===== config.mk =====
export PLATFORM = sky130hd
export DESIGN_NAME = mem_ctrl
export DESIGN_NICKNAME = d
export VERILOG_FILES = /design/src/rtl/mem_ctrl.sv
export SDC_FILE = /design/constraint.sdc
export NUM_CORES = 1
export LEC_CHECK = 0
export BUFFER_PORTS_ARGS = -buffer_cell sky130_fd_sc_hd__buf_4
export CAP_MARGIN = 10
export CORE_MARGIN = 2
export CORE_UTILIZATION = 44
export DETAILED_ROUTE_END_ITERATION = 8
export MAX_ROUTING_LAYER = met4
export PLACE_DENSITY = 0.81
export SLEW_MARGIN = 20
export SYNTH_ARGS = -nofsm -noshare
export SYNTH_HDL_FRONTEND = slang
export SYNTH_SLANG_ARGS = --single-unit

===== constraint.sdc =====
create_clock -name clk -period 1.7 [get_ports clk]
set_input_delay 0.255 -clock clk [delete_from_list [all_inputs] [get_ports clk]]
set_output_delay 0.255 -clock clk [all_outputs]
set_load 0.02 [all_outputs]

===== src/rtl/mem_ctrl.sv =====
// mem_ctrl: sequences single-word ram2 accesses from MAR/MDR on behalf of the datapath
// Ports:
//   clk, clr        clock, async active-low reset
//   busIn           datapath bus; marIn/mdrIn load MAR (low ADDR bits) / MDR in IDLE
//   memRead/Write   one-cycle access requests, honoured only in IDLE
//   mdrOut          MDR contents
//   busy/done/err   access in progress / completion pulse / illegal-request pulse
//   ramAddr/DataIn  MAR/MDR towards ram2; ramRead/ramWrite one-cycle strobes
//   ramDataOut      ram2 read data, valid the cycle after ramRead is sampled
module mem_ctrl #(
  parameter int BITS    = 32,
  parameter int RAMSIZE = 512,
  parameter int ADDR    = $clog2(RAMSIZE)
) (
  input  logic            clk,
  input  logic            clr,
  input  logic [BITS-1:0] busIn,
  input  logic            marIn,
  input  logic            mdrIn,
  input  logic            memRead,
  input  logic            memWrite,
  output logic [BITS-1:0] mdrOut,
  output logic            busy,
  output logic            done,
  output logic            err,
  output logic [ADDR-1:0] ramAddr,
  output logic [BITS-1:0] ramDataIn,
  output logic            ramRead,
  output logic            ramWrite,
  input  logic [BITS-1:0] ramDataOut
);
  typedef enum logic [2:0] {IDLE, RD, RD_WAIT, WR, DONE} state_t;
  state_t          state_q;
  logic [ADDR-1:0] mar_q;
  logic [BITS-1:0] mdr_q;
  logic            busy_q, done_q, err_q, rd_q, wr_q;
  // Outputs are registered alongside the state, so each one is set on the edge entering its state.
  always_ff @(posedge clk or negedge clr) begin
    if (!clr) begin
      state_q <= IDLE;
      mar_q   <= '0;
      mdr_q   <= '0;
      busy_q  <= 1'b0;
      done_q  <= 1'b0;
      err_q   <= 1'b0;
      rd_q    <= 1'b0;
      wr_q    <= 1'b0;
    end else begin
      done_q <= 1'b0;
      err_q  <= 1'b0;
      rd_q   <= 1'b0;
      wr_q   <= 1'b0;
      case (state_q)
        IDLE: begin
          // A register load takes the edge; a request in the same cycle is dropped.
          if (marIn || mdrIn) begin
            if (marIn) mar_q <= busIn[ADDR-1:0];
            if (mdrIn) mdr_q <= busIn;
          end else if (memRead && !memWrite) begin
            state_q <= RD;
            rd_q    <= 1'b1;
            busy_q  <= 1'b1;
          end else if (memWrite && !memRead) begin
            state_q <= WR;
            wr_q    <= 1'b1;
            busy_q  <= 1'b1;
          end else if (memRead && memWrite) begin
            err_q <= 1'b1;
          end
        end
        RD: state_q <= RD_WAIT;
        RD_WAIT: begin
          mdr_q   <= ramDataOut;
          state_q <= DONE;
          busy_q  <= 1'b0;
          done_q  <= 1'b1;
        end
        WR: begin
          state_q <= DONE;
          busy_q  <= 1'b0;
          done_q  <= 1'b1;
        end
        DONE: state_q <= IDLE;
        default: begin
          state_q <= IDLE;
          busy_q  <= 1'b0;
        end
      endcase
    end
  end
  assign mdrOut    = mdr_q;
  assign busy      = busy_q;
  assign done      = done_q;
  assign err       = err_q;
  assign ramAddr   = mar_q;
  assign ramDataIn = mdr_q;
  assign ramRead   = rd_q;
  assign ramWrite  = wr_q;
endmodule

## Word-level counts from Yosys, hierarchy flattened

Index checks and enable logic that the tools add are counted.

- Register bits: 49
- Output and inout bits: 78
- Word-level logic and storage cells: 55

- Equality and inequality tests: 8
- Muxes and demuxes: 24
- Bitwise operators: 1
- Reduce and logical (&&, ||, !) cells: 14

Operators by type and width:

| cell | number |
|---|---|
| 32-bit two-way mux | 2 |
| 32-bit one-hot mux with 2 select lines | 1 |
| 1-bit two-way mux | 16 |
| 3-bit two-way mux | 3 |
| 3-bit one-hot mux with 3 select lines | 1 |
| 3-bit AND reduction | 3 |
| 3-bit by 2-bit == test with 1-bit output, second input constant | 2 |
| 2-bit inequality test, second input constant | 3 |
| 2-bit OR reduction | 2 |
| 3-bit by 1-bit == test with 1-bit output, second input constant | 1 |
| 3-bit == test, second input constant | 1 |
| 1-bit logical AND | 3 |
| 3-bit zero test | 1 |
| 3-bit inequality test, second input constant | 1 |
| 1-bit zero test | 2 |
| 1-bit one-hot mux with 2 select lines | 1 |
| 2-bit AND reduction | 1 |
| 2-bit nonzero test | 1 |
| 1-bit logical OR | 1 |
| 1-bit NOT | 1 |

## Logic depth before layout (Yosys ltp)

Gate-level depths: netlist of run 1.

- Depth after elaboration: 6
- Mapped depth: 6
- Mapped depth without buffers: 5

## Worst setup path before layout of run 1

No wires, ideal clock.

- Path kind: flip-flop to flip-flop
- Start: register state_q[2]
- End: register mar_q[0] (netlist: ramAddr[0])
- Library setup time: 0.125 ns
- Arrival: 1.391 ns
- Required time: 1.575 ns
- Path slack: 0.184 ns
- Stages on the path, launching flop included: 5
- Clock period less this slack: 1.516 ns
- Path through: dfrtp_1 -> buf_6 -> or3_4 -> nor2_8 -> mux2_2

- Cells in the longest elaborated chain, start to end: 2

RTL lines:

| element | RTL line | text |
|---|---|---|
| start, declared | 33 | `state_t state_q;` |
| start signal, assigned | 40 | `state_q <= IDLE;` |
| start signal, assigned | 60 | `state_q <= RD;` |
| start signal, assigned | 64 | `state_q <= WR;` |
| 3-bit zero test | 53 | `case (state_q)` |
| 3-bit AND reduction (no source line) | - |  |
| end signal, assigned | 57 | `if (marIn) mar_q <= busIn[ADDR-1:0];` |
| end, declared | 34 | `logic [ADDR-1:0] mar_q;` |

Every way passes these cells.
A chain may end at the register's enable or synchronous reset.

## Worst setup path after layout of run 1

- Start: register state_q[2]
- End: register mar_q[3] (netlist: ramAddr[3])

The elaborated chain is that of the path after synthesis.

==> metrics.log, run 1 <==
[metrics] number of iterations in the first detailed-routing pass: 5
[metrics] Final Hold Viols: 0
[metrics] number of top-level pins: 148
[metrics] run status: finished, final reports clean
[metrics] setup repair after global routing missed its margin: no
[metrics] depth of the CTS H-tree: 2
[metrics] final number of max-transition violations: 0
[metrics] antenna cell count: 0
[metrics] Worst setup startpoint: state_q[2]
[metrics] total instance count after detailed placement: around 410
[metrics] cells resized by post-CTS repair: 0
[metrics] number of I/O port buffers: 147
[metrics] final total negative setup slack: 0 ns
[metrics] most used flip-flop cell after synthesis: sky130_fd_sc_hd__dfrtp_1
[metrics] Worst Path Required: about 1.9 ns
[metrics] detailed-route DRC error count: 0
[metrics] gp weighted congestion: between 0.7 and 0.8
[metrics] most frequent cells after synthesis: sky130_fd_sc_hd__dfrtp_1, sky130_fd_sc_hd__a22oi_1, sky130_fd_sc_hd__buf_4
[metrics] area enclosed by the die boundary: 0.00632 mm2
[metrics] starting density of the core: between 40% and 50%
[metrics] proportion of synthesized chip area in sequential cells: 48.9%
[metrics] worst path cell trace: or3_4 > nor2_8 > mux2_2
[metrics] cells after synthesis: 232
[metrics] Worst-Margin Slew: around 0.7 ns
[metrics] flops & latches, synth: 49
[metrics] top cell type by total area after synthesis: sky130_fd_sc_hd__dfrtp_1
[metrics] final setup fails: 0
[metrics] logic depth of the worst register-to-register path: 3
[metrics] relative contribution of combinational cells to total power: about 47%
[metrics] worst reg2reg endpoint: ramAddr[3]
[metrics] crit path time final: 1.59 ns
[metrics] EDFF count, synth: 0
[metrics] number of maximum-capacitance constraint violations: 0
[metrics] vias per inst: around 5.5
[metrics] Seq pwr share: 36.4%
[metrics] worst hold path class: in2reg
[metrics] row count: 27
[metrics] TritonCTS clock tree: done
[metrics] die outline height: 79.5 um
[metrics] Routed wire per std cell: 16.7 um
[metrics] largest net degree at the start of global routing: 50
[metrics] Syn Nets: 305
[metrics] endpoint type of the worst setup path: flop
[metrics] maximum cell stage delay along the critical path: 0.47 ns
[metrics] number of sinks driven by the clock tree: 49
[metrics] Static Leak: 1.79 nW
[metrics] initial antenna violation count: 0
[metrics] DR iter-0 viols: 126
[metrics] slowest library cell on the worst path: sky130_fd_sc_hd__or3_4
[metrics] final layout net count: roughly 420
[metrics] highest clock rate: 630 MHz
[metrics] average footprint of a synthesized cell: 10.8 um2
[metrics] HPWL Detailed: 5020 um
[metrics] setup slack, reg-to-reg: 0.11 ns
[metrics] share of synthesized flip-flops with an asynchronous set or reset: 100%
[metrics] Syn. warnings: 0
[metrics] largest fanout of any net on the critical path: 9
[metrics] first-pass GRT wire length: 10900 um
[metrics] Congestion Overflow GR: 0
[metrics] horizontal die dimension: 79.5 um
[metrics] share of Yosys cell area claimed by the top area cell type: between 40% and 50%
[metrics] worst-case vdd ir drop: 615 uV
[metrics] total net switching power: approximately 0.0019 W
[metrics] cts hold-fix bufs: 1
[metrics] share of total power in the clock network: 16.6%
[metrics] data arrival time at the worst-slack endpoint: 1.77 ns
[metrics] CTS Root Cell: sky130_fd_sc_hd__clkbuf_8
[metrics] headroom to the max-slew limit: 54.1%
[metrics] Post-Synthesis Cell Area: 0.00251 mm2
[metrics] period utilisation layout: 93.4%
[metrics] via count of the first global-routing pass: 2213
[metrics] Layout Skew: 0.00385 ns
[metrics] Power Dens Cells: 1350 mW/mm2
[metrics] most frequent cell after synthesis: sky130_fd_sc_hd__dfrtp_1
[metrics] Post-CTS Setup Inserts: 0
[metrics] vias: 2304
[metrics] total chip power: 0.00481 W
[metrics] end point of the critical path: ramAddr[3]
[metrics] core footprint: about 0.0055 mm2
[metrics] number of distinct library cells after synthesis: 24
[metrics] layout cells sized above 1: 51.6%
[metrics] maximum buffer depth of the clock tree: 2
[metrics] main area contributors after synthesis: sky130_fd_sc_hd__dfrtp_1, sky130_fd_sc_hd__a32oi_1, sky130_fd_sc_hd__a22oi_1
[metrics] Crit Path Class: reg2reg
[metrics] growth of design area from synthesis to finish: 42.4%
[metrics] Sw Ratio: roughly two fifths
[metrics] Post-DRT Antenna Nets: 0
[metrics] post-route insts no fill: ~420
[metrics] internal power: 0.00290 W
[metrics] type of element launching the critical path: flop
[metrics] overall track demand over capacity in global routing: 22.7%
[metrics] RR Startpoint: state_q[2]
[metrics] CTS buffer count: 5
[metrics] clock network latency to the later pin of the worst-skew pair: 0.30 ns
[metrics] Clk pin slew, worst setup/hold paths: 0.08 ns
[metrics] wirelength, routed: 7040 um
==> layout by cell type (no fill, tap or decap), drive strengths merged, types with 2 or more instances in the layout <==
cell type  count
buf          158
dfrtp         49
a22oi         32
a32oi         31
nand2         31
mux2           9
nor2           6
inv            5
clkbuf         5
nor3           3
ha             3
and2           2
nor2b          2
a21oi          2
nor3b          2
==> state kept, by name, summed over array words and instances (netlist names) <==
name      count
busy          1
done          1
err           1
mdrOut       32
ramAddr       9
ramRead       1
ramWrite      1
state_q       3
==> per-stage QoR <==
step	hold slack [ns]	worst slack, ns	instance area (um2)	util, %
after floorplan	-0.0406	0.184	2510	-
after global placement	0.309	0.181	3460	62.8
after detailed placement	0.314	0.126	3460	62.8
after CTS	0.129	0.112	3570	64.9
after global routing	0.126	0.0534	3570	64.9
final	0.139	0.112	3570	64.9
==> cell families after synthesis <==
| kind of cell | Yosys count | share of synthesized area (%) |
|---|---|---|
| muxes | 9 | 4.04 |
| AOI/OAI and AO/OA | 68 | 21.5 |
| adders and majority gates | 3 | 1.50 |
| buffers and inverters | 54 | 14.3 |
| DFF | 49 | 48.9 |
| and+or+nand+nor | 49 | 9.73 |
==> worst min-delay path by stage <==
stage | from | to | slack [ns] | cells after the start
final | marIn | ramRead | 0.14 | 2
after global routing | marIn | ramRead | 0.13 | 2
after CTS | marIn | ramRead | 0.13 | 2
after detailed placement | clr | mdrOut[7] | 0.31 | 1
after global placement | clr | mdrOut[7] | 0.31 | 1
after floorplan | clr | busy | -0.04 | 0
==> critical path, delay by kind of cell, from the launching register on <==
family	cells	cell delay, ns
AND/OR/NAND/NOR	2	0.66
flip-flops	1	0.46
multiplexers	1	0.36
==> area by class of cell <==
cell class / count / area [um2]
clock buffer: 5 / 68.8
clock inverter: 2 / 35.0
fill: 464 / 1930
inverter: 5 / 18.8
multi-input combinational: 129 / 938
sequential: 49 / 1230
tap: 72 / 90.1
timing repair buffer: 159 / 1200
==> power groups by stage <==
| stage | clock [W] | combinational (W) | sequential [W] |
|---|---|---|---|
| after floorplan | 0 | 0.00113 | 0.00208 |
| after global placement | 0 | 0.00223 | 0.00175 |
| after detailed placement | 0 | 0.00227 | 0.00177 |
| after CTS | 0.000826 | 0.00228 | 0.00175 |
| after global routing | 0.000890 | 0.00240 | 0.00180 |
| final | 0.000801 | 0.00226 | 0.00175 |
==> metal layers <==
metal | part of all wire (%) | vias up | global-route usage [%]
met1 | 39 | 1126 | 27.6
met5 | 0 | - | -
met2 | 52 | 104 | 37.6
met4 | 1.2 | 0 | 6.21
li1 | - | 1065 | -
met3 | 7.4 | 9 | 5.66
Power figures use the tool's default switching activity.
==> run 2: changes to the inputs <==
clock period = 1.63 ns   (was 1.7 ns; I/O delays follow)
==> metrics.log, run 2 (synthesis results as in run 1) <==
[metrics] total chip power: 0.00481 W (about the same)
[metrics] antenna cell count: 0 (unchanged)
[metrics] Power Dens Cells: 1360 mW/mm2 (+0.88%)
[metrics] post-route insts no fill: 420 (-0.24%)
[metrics] horizontal die dimension: 79.5 um (unchanged)
[metrics] vias: 2296 (-0.35%)
[metrics] die outline height: 79.5 um (unchanged)
[metrics] maximum buffer depth of the clock tree: 2 (unchanged)
[metrics] area enclosed by the die boundary: 0.00632 mm2 (unchanged)
[metrics] Final Hold Viols: 0 (unchanged)
[metrics] Routed wire per std cell: 16.0 um (-4.3%)
[metrics] setup repair after global routing missed its margin: no
[metrics] cells resized by post-CTS repair: 0 (unchanged)
[metrics] final setup fails: 0 (unchanged)
[metrics] Largest register FFs: 32 (unchanged)
[metrics] number of top-level pins: 148 (unchanged)
[metrics] data arrival time at the worst-slack endpoint: 1.68 ns (-0.09 ns)
[metrics] HPWL Detailed: 4760 um (-5.1%)
[metrics] first-pass GRT wire length: 10400 um (-4.8%)
[metrics] number of I/O port buffers: 147 (unchanged)
[metrics] worst hold path class: in2reg
[metrics] summed area of non-filler cells in the final layout: 0.00354 mm2 (-0.84%)
[metrics] total instance count after detailed placement: 413 (unchanged)
[metrics] largest net degree at the start of global routing: 50 (unchanged)
[metrics] cts hold-fix bufs: 1 (unchanged)
[metrics] CTS Root Cell: sky130_fd_sc_hd__clkbuf_8
[metrics] CTS buffer count: 5 (unchanged)
[metrics] Worst-Margin Slew: 0.671 ns (-0.0169 ns)
[metrics] DR iter-0 viols: 178 (+41%)
[metrics] overall track demand over capacity in global routing: 21.4% (-1.2 points)
[metrics] largest fanout of any net on the critical path: 9 (unchanged)
[metrics] run status: finished, final reports clean
[metrics] wirelength, routed: 6720 um (-4.5%)
[metrics] vias per inst: 5.47 (-0.11%)
[metrics] clock network latency to the later pin of the worst-skew pair: 0.30 ns (about the same)
[metrics] period utilisation layout: 91.4% (-2.0 points)
[metrics] initial antenna violation count: 0 (unchanged)
[metrics] Crit Path Class: reg2reg
[metrics] final layout net count: 422 (unchanged)
[metrics] Congestion Overflow GR: 0 (unchanged)
[metrics] gp weighted congestion: 0.742 (+0.12%)
[metrics] number of maximum-capacitance constraint violations: 0 (unchanged)
[metrics] core footprint: 0.00551 mm2 (unchanged)
[metrics] Static Leak: 1.78 nW (-0.79%)
[metrics] Layout Skew: 0.00338 ns (-0.000466 ns)
[metrics] Post-CTS Setup Inserts: 0 (unchanged)
[metrics] detailed-route DRC error count: 0 (unchanged)
[metrics] endpoint type of the worst setup path: flop
[metrics] worst-case vdd ir drop: 642 uV (+4.3%)
[metrics] depth of the CTS H-tree: 2 (unchanged)
[metrics] headroom to the max-slew limit: 55.2% (+1.1 points)
[metrics] growth of design area from synthesis to finish: 41.2%
[metrics] starting density of the core: 45.6% (unchanged)
[metrics] row count: 27 (unchanged)
[metrics] most used cells in the layout excluding fill and tap cells: sky130_fd_sc_hd__buf_4, sky130_fd_sc_hd__dfrtp_1, sky130_fd_sc_hd__a22oi_1
[metrics] Clk pin slew, worst setup/hold paths: 0.08 ns (about the same)
[metrics] placed instance area: 0.00346 mm2 (unchanged)
[metrics] TritonCTS clock tree: done
[metrics] final total negative setup slack: 0 ns (unchanged)
[metrics] final number of max-transition violations: 0 (unchanged)
[metrics] Worst Path Required: 1.82 ns (-0.07 ns)
[metrics] Post-DRT Antenna Nets: 0 (unchanged)
[metrics] number of iterations in the first detailed-routing pass: 5 (unchanged)
[metrics] highest clock rate: 671 MHz (+6.6%)
[metrics] Finished Core Util: 64.3% (-0.55 points)
[metrics] most common library cell in the layout ignoring fill and taps: sky130_fd_sc_hd__buf_4
[metrics] via count of the first global-routing pass: 2120 (-4.2%)
[metrics] number of sinks driven by the clock tree: 49 (unchanged)
[metrics] crit path time final: 1.49 ns (-0.0976 ns)
[metrics] type of element launching the critical path: flop
[metrics] layout cells sized above 1: 51.4% (-0.14 points)
## run 2: changes by cell type in the layout (fill, tap and decap cells not counted), sizes merged
cell,before,now
bufinv,1,0
## run 2: layout make-up
cell class              count  area (um2)
clock buffers               5        68.8
clock inverters             1        5.00
fillers                   463        1960
inverters                   5        18.8
multi-input cells         129         938
flip-flops and latches     49        1230
well taps                  72        90.1
repair buffers            159        1200
## run 2: power breakdown
group | internal (W) | switching [W]
Sequential | 0.00152 | 0.000298
Clock | 0.000283 | 0.000368
Combinational | 0.00106 | 0.00129
## run 2: stage by stage
step / worst slack, ns / hold WS, ns
final: 0.140 / 0.126
after global routing: 0.0666 / 0.118
after CTS: 0.124 / 0.118
after detailed placement: 0.137 / 0.305
after global placement: 0.181 / 0.302
after floorplan: 0.114 / -0.0511
## run 2: path summary, 6_finish.rpt
path                             from    endpoint  slack (ns)  cells past startpoint
max                        state_q[2]  ramAddr[4]        0.14                      3
min                             marIn     ramRead        0.13                      2
max reg2reg                state_q[2]  ramAddr[4]        0.14                      3
min reg2reg                ramAddr[5]  ramAddr[5]        0.52                      1
max in group asynchronous         clr  mdrOut[24]        0.70                      2
min in group asynchronous         clr   mdrOut[7]        0.50                      2
## run 2: worst max-delay path, stage by stage, from the launching register on
cell and delay [ns]:
sky130_fd_sc_hd__dfrtp_1 0.40, sky130_fd_sc_hd__or3_4 0.44, sky130_fd_sc_hd__nor2_8 0.18, sky130_fd_sc_hd__mux2_2 0.35
## run 2: layer usage
| metal | global-route usage, % | routed length (um) | vias to the layer above |
|---|---|---|---|
| met2 | 35.6 | 3430 | 111 |
| met5 | - | 0 | - |
| li1 | - | - | 1067 |
| met3 | 5.54 | 608 | 7 |
| met1 | 26.6 | 2630 | 1111 |
| met4 | 4.48 | 53 | 0 |
==> run 3: changes to the inputs <==
ABC_AREA = 1   (was unset)
CORE_UTILIZATION = 46   (was 44)
clock period = 1.6 ns   (was 1.63 ns; I/O delays follow)
==> metrics.log, run 3 <==
[metrics] HPWL Detailed: 5800 um (+22%)
[metrics] DR iter-0 viols: 132 (-26%)
[metrics] Worst-Margin Slew: 0.616 ns (-0.0558 ns)
[metrics] Syn. warnings: 0 (unchanged)
[metrics] CTS Root Cell: sky130_fd_sc_hd__clkbuf_8
[metrics] Static Leak: 2.20 nW (+24%)
[metrics] type of element launching the critical path: flop
[metrics] crit path time final: 1.43 ns (-0.0589 ns)
[metrics] most frequent cell after synthesis: sky130_fd_sc_hd__nand2_1
[metrics] core footprint: 0.00599 mm2 (+8.8%)
[metrics] register cell area after layout: 0.00123 mm2 (unchanged)
[metrics] growth of design area from synthesis to finish: 34.5%
[metrics] horizontal die dimension: 83.0 um (+4.4%)
[metrics] EDFF count, synth: 0 (unchanged)
[metrics] final total negative setup slack: 0 ns (unchanged)
[metrics] hold_ws: 0.168 ns (+0.0418 ns)
[metrics] share of synthesized flip-flops with an asynchronous set or reset: 100% (unchanged)
[metrics] most used cells in the layout excluding fill and tap cells: sky130_fd_sc_hd__buf_4, sky130_fd_sc_hd__nand2_1, sky130_fd_sc_hd__dfrtp_1
[metrics] proportion of synthesized chip area in sequential cells: 42.7% (-6.1 points)
[metrics] number of filler cells placed in the layout: 542 (+17%)
[metrics] headroom to the max-slew limit: 59.0% (+3.7 points)
[metrics] run status: finished, final reports clean
[metrics] most used flip-flop cell after synthesis: sky130_fd_sc_hd__dfrtp_1
[metrics] depth of the CTS H-tree: 2 (unchanged)
[metrics] number of top-level pins: 148 (unchanged)
[metrics] number of sinks driven by the clock tree: 49 (unchanged)
[metrics] largest net degree at the start of global routing: 50 (unchanged)
[metrics] via count of the first global-routing pass: 2703 (+28%)
[metrics] Clk pin slew, worst setup/hold paths: 0.10 ns (+0.02 ns)
[metrics] Layout Skew: 0.0166 ns (+0.0132 ns)
[metrics] final layout net count: 546 (+29%)
[metrics] data arrival time at the worst-slack endpoint: 1.63 ns (-0.05 ns)
[metrics] gp weighted congestion: 0.853 (+15%)
[metrics] number of I/O port buffers: 147 (unchanged)
[metrics] Crit Path Class: reg2reg
[metrics] overall track demand over capacity in global routing: 22.9% (+1.4 points)
[metrics] starting density of the core: 47.9% (+2.3 points)
[metrics] Final Hold Viols: 0 (unchanged)
[metrics] Post-DRT Antenna Nets: 0 (unchanged)
[metrics] row count: 28 (+3.7%)
[metrics] first-pass GRT wire length: 12800 um (+23%)
[metrics] antenna cell count: 0 (unchanged)
[metrics] Power Dens Cells: 1410 mW/mm2 (+3.4%)
[metrics] flops & latches, synth: 49 (unchanged)
[metrics] CTS buffer count: 5 (unchanged)
[metrics] average footprint of a synthesized cell: 7.95 um2 (-27%)
[metrics] RR Startpoint: state_q[2]
[metrics] detailed-route DRC error count: 0 (unchanged)
[metrics] TritonCTS clock tree: done
[metrics] wirelength, routed: 7640 um (+14%)
[metrics] number of iterations in the first detailed-routing pass: 4 (-1)
[metrics] Worst setup startpoint: state_q[2]
[metrics] top cell type by total area after synthesis: sky130_fd_sc_hd__dfrtp_1
[metrics] period utilisation layout: 89.5% (-2.0 points)
[metrics] most common library cell in the layout ignoring fill and taps: sky130_fd_sc_hd__buf_4
[metrics] Worst Path Required: 1.80 ns (-0.02 ns)
[metrics] Post-Synthesis Cell Area: 0.00287 mm2 (+14%)
[metrics] worst hold path class: in2reg
[metrics] Finished Core Util: 64.4% (+0.083 points)
[metrics] Congestion Overflow GR: 0 (unchanged)
[metrics] layout cells sized above 1: 42.2% (-9.2 points)
[metrics] endpoint type of the worst setup path: flop
[metrics] combined area of the multi-input logic cells: 0.00116 mm2 (+24%)
[metrics] main area contributors after synthesis: sky130_fd_sc_hd__dfrtp_1, sky130_fd_sc_hd__nand2_1, sky130_fd_sc_hd__buf_4
[metrics] cells after synthesis: 361 (+56%)
[metrics] Routed wire per std cell: 13.9 um (-13%)
[metrics] final setup fails: 0 (unchanged)
[metrics] die outline height: 83.0 um (+4.4%)
[metrics] hold wc startpoint: busIn[2]
[metrics] initial antenna violation count: 0 (unchanged)
[metrics] setup repair after global routing missed its margin: no
[metrics] most frequent cells after synthesis: sky130_fd_sc_hd__nand2_1, sky130_fd_sc_hd__dfrtp_1, sky130_fd_sc_hd__nand3_1
[metrics] Syn Nets: 434 (+42%)
[metrics] Largest register FFs: 32 (unchanged)
[metrics] number of maximum-capacitance constraint violations: 0 (unchanged)
[metrics] vias per inst: 5.07 (-7.3%)
[metrics] share of Yosys cell area claimed by the top area cell type: 42.7% (-6.1 points)
[metrics] area enclosed by the die boundary: 0.00688 mm2 (+8.9%)
[metrics] worst-case vdd ir drop: 726 uV (+13%)
[metrics] maximum buffer depth of the clock tree: 2 (unchanged)
[metrics] clock network latency to the later pin of the worst-skew pair: 0.30 ns (about the same)
[metrics] final number of max-transition violations: 0 (unchanged)
[metrics] number of distinct library cells after synthesis: 23 (-4.2%)
[metrics] highest clock rate: 699 MHz (+4.1%)
[metrics] largest fanout of any net on the critical path: 13 (+4)
[metrics] vias: 2782 (+21%)
## run 3: cell count changes after synthesis, sizes merged, moves of 7 or more
cell / delta
buf: +13
nand4: +32
nand2: +122
a22oi: -32
nand3: +44
a32oi: -31
mux2: -9
inv: +7
## run 3: final timing paths
kind | to | cells after the start | slack (ns)
worst max-delay path | ramAddr[8] | 6 | 0.17
worst min-delay path | ramAddr[2] | 3 | 0.17
worst max register to register | ramAddr[8] | 6 | 0.17
worst min register to register | ramAddr[4] | 2 | 0.48
max in group asynchronous | mdrOut[15] | 2 | 0.68
min in group asynchronous | err | 2 | 0.48
## run 3: stage by stage
step	power, W	std cells	cell area, um2	setup slack [ns]
2_1_floorplan	0.00367	361	2870	0.412
3_3_place_gp	0.00452	540	3730	0.245
3_5_place_dp	0.00458	540	3730	0.179
4_1_cts	0.00548	549	3860	0.158
5_1_grt	0.00573	549	3860	0.0171
6_report	0.00542	549	3860	0.169
## run 3: layout make-up
cell class                 instances  area share [%]
sequential                        49            31.8
timing repair buffer             162            31.6
multi-input combinational        243            30.1
tap                               75            2.43
clock buffer                       5            1.78
clock inverter                     3            1.20
inverter                          12            1.17
## run 3: critical path, stage by stage (launching register included)
cell and delay [ns]:
sky130_fd_sc_hd__dfrtp_1 0.44, sky130_fd_sc_hd__inv_2 0.22, sky130_fd_sc_hd__nand2_2 0.12, sky130_fd_sc_hd__nor2_4 0.14, sky130_fd_sc_hd__nand2_1 0.21, sky130_fd_sc_hd__nand2_1 0.13
sky130_fd_sc_hd__nand2_1 0.07
## run 3: layer usage
layer	vias up	track usage [%]	share of wire, %
li1	1363	-	-
met1	1282	27.2	40
met2	123	39.3	52
met3	14	3.68	6.3
met4	0	8.20	1.9
met5	-	-	0
## run 3: cell families after synthesis
family	synth area share, %
AO/OA/AOI/OAI	0.523
flip-flops	42.7
AND/OR/NAND/NOR	38.6
buffers and inverters	16.8
adder cells (fa/ha/maj)	1.31
## run 3: where the power goes
group	internal, W	switching (W)
clock	0.000468	0.000423
combinational	0.00113	0.00154
sequential	0.00157	0.000286
## run 3: repair_timing
action                                 4_1_cts  5_1_grt
setup buffers                                0        0
endpoints found under the hold margin       49        0
gates resized for setup                      0        0
hold buffers                                 1        0
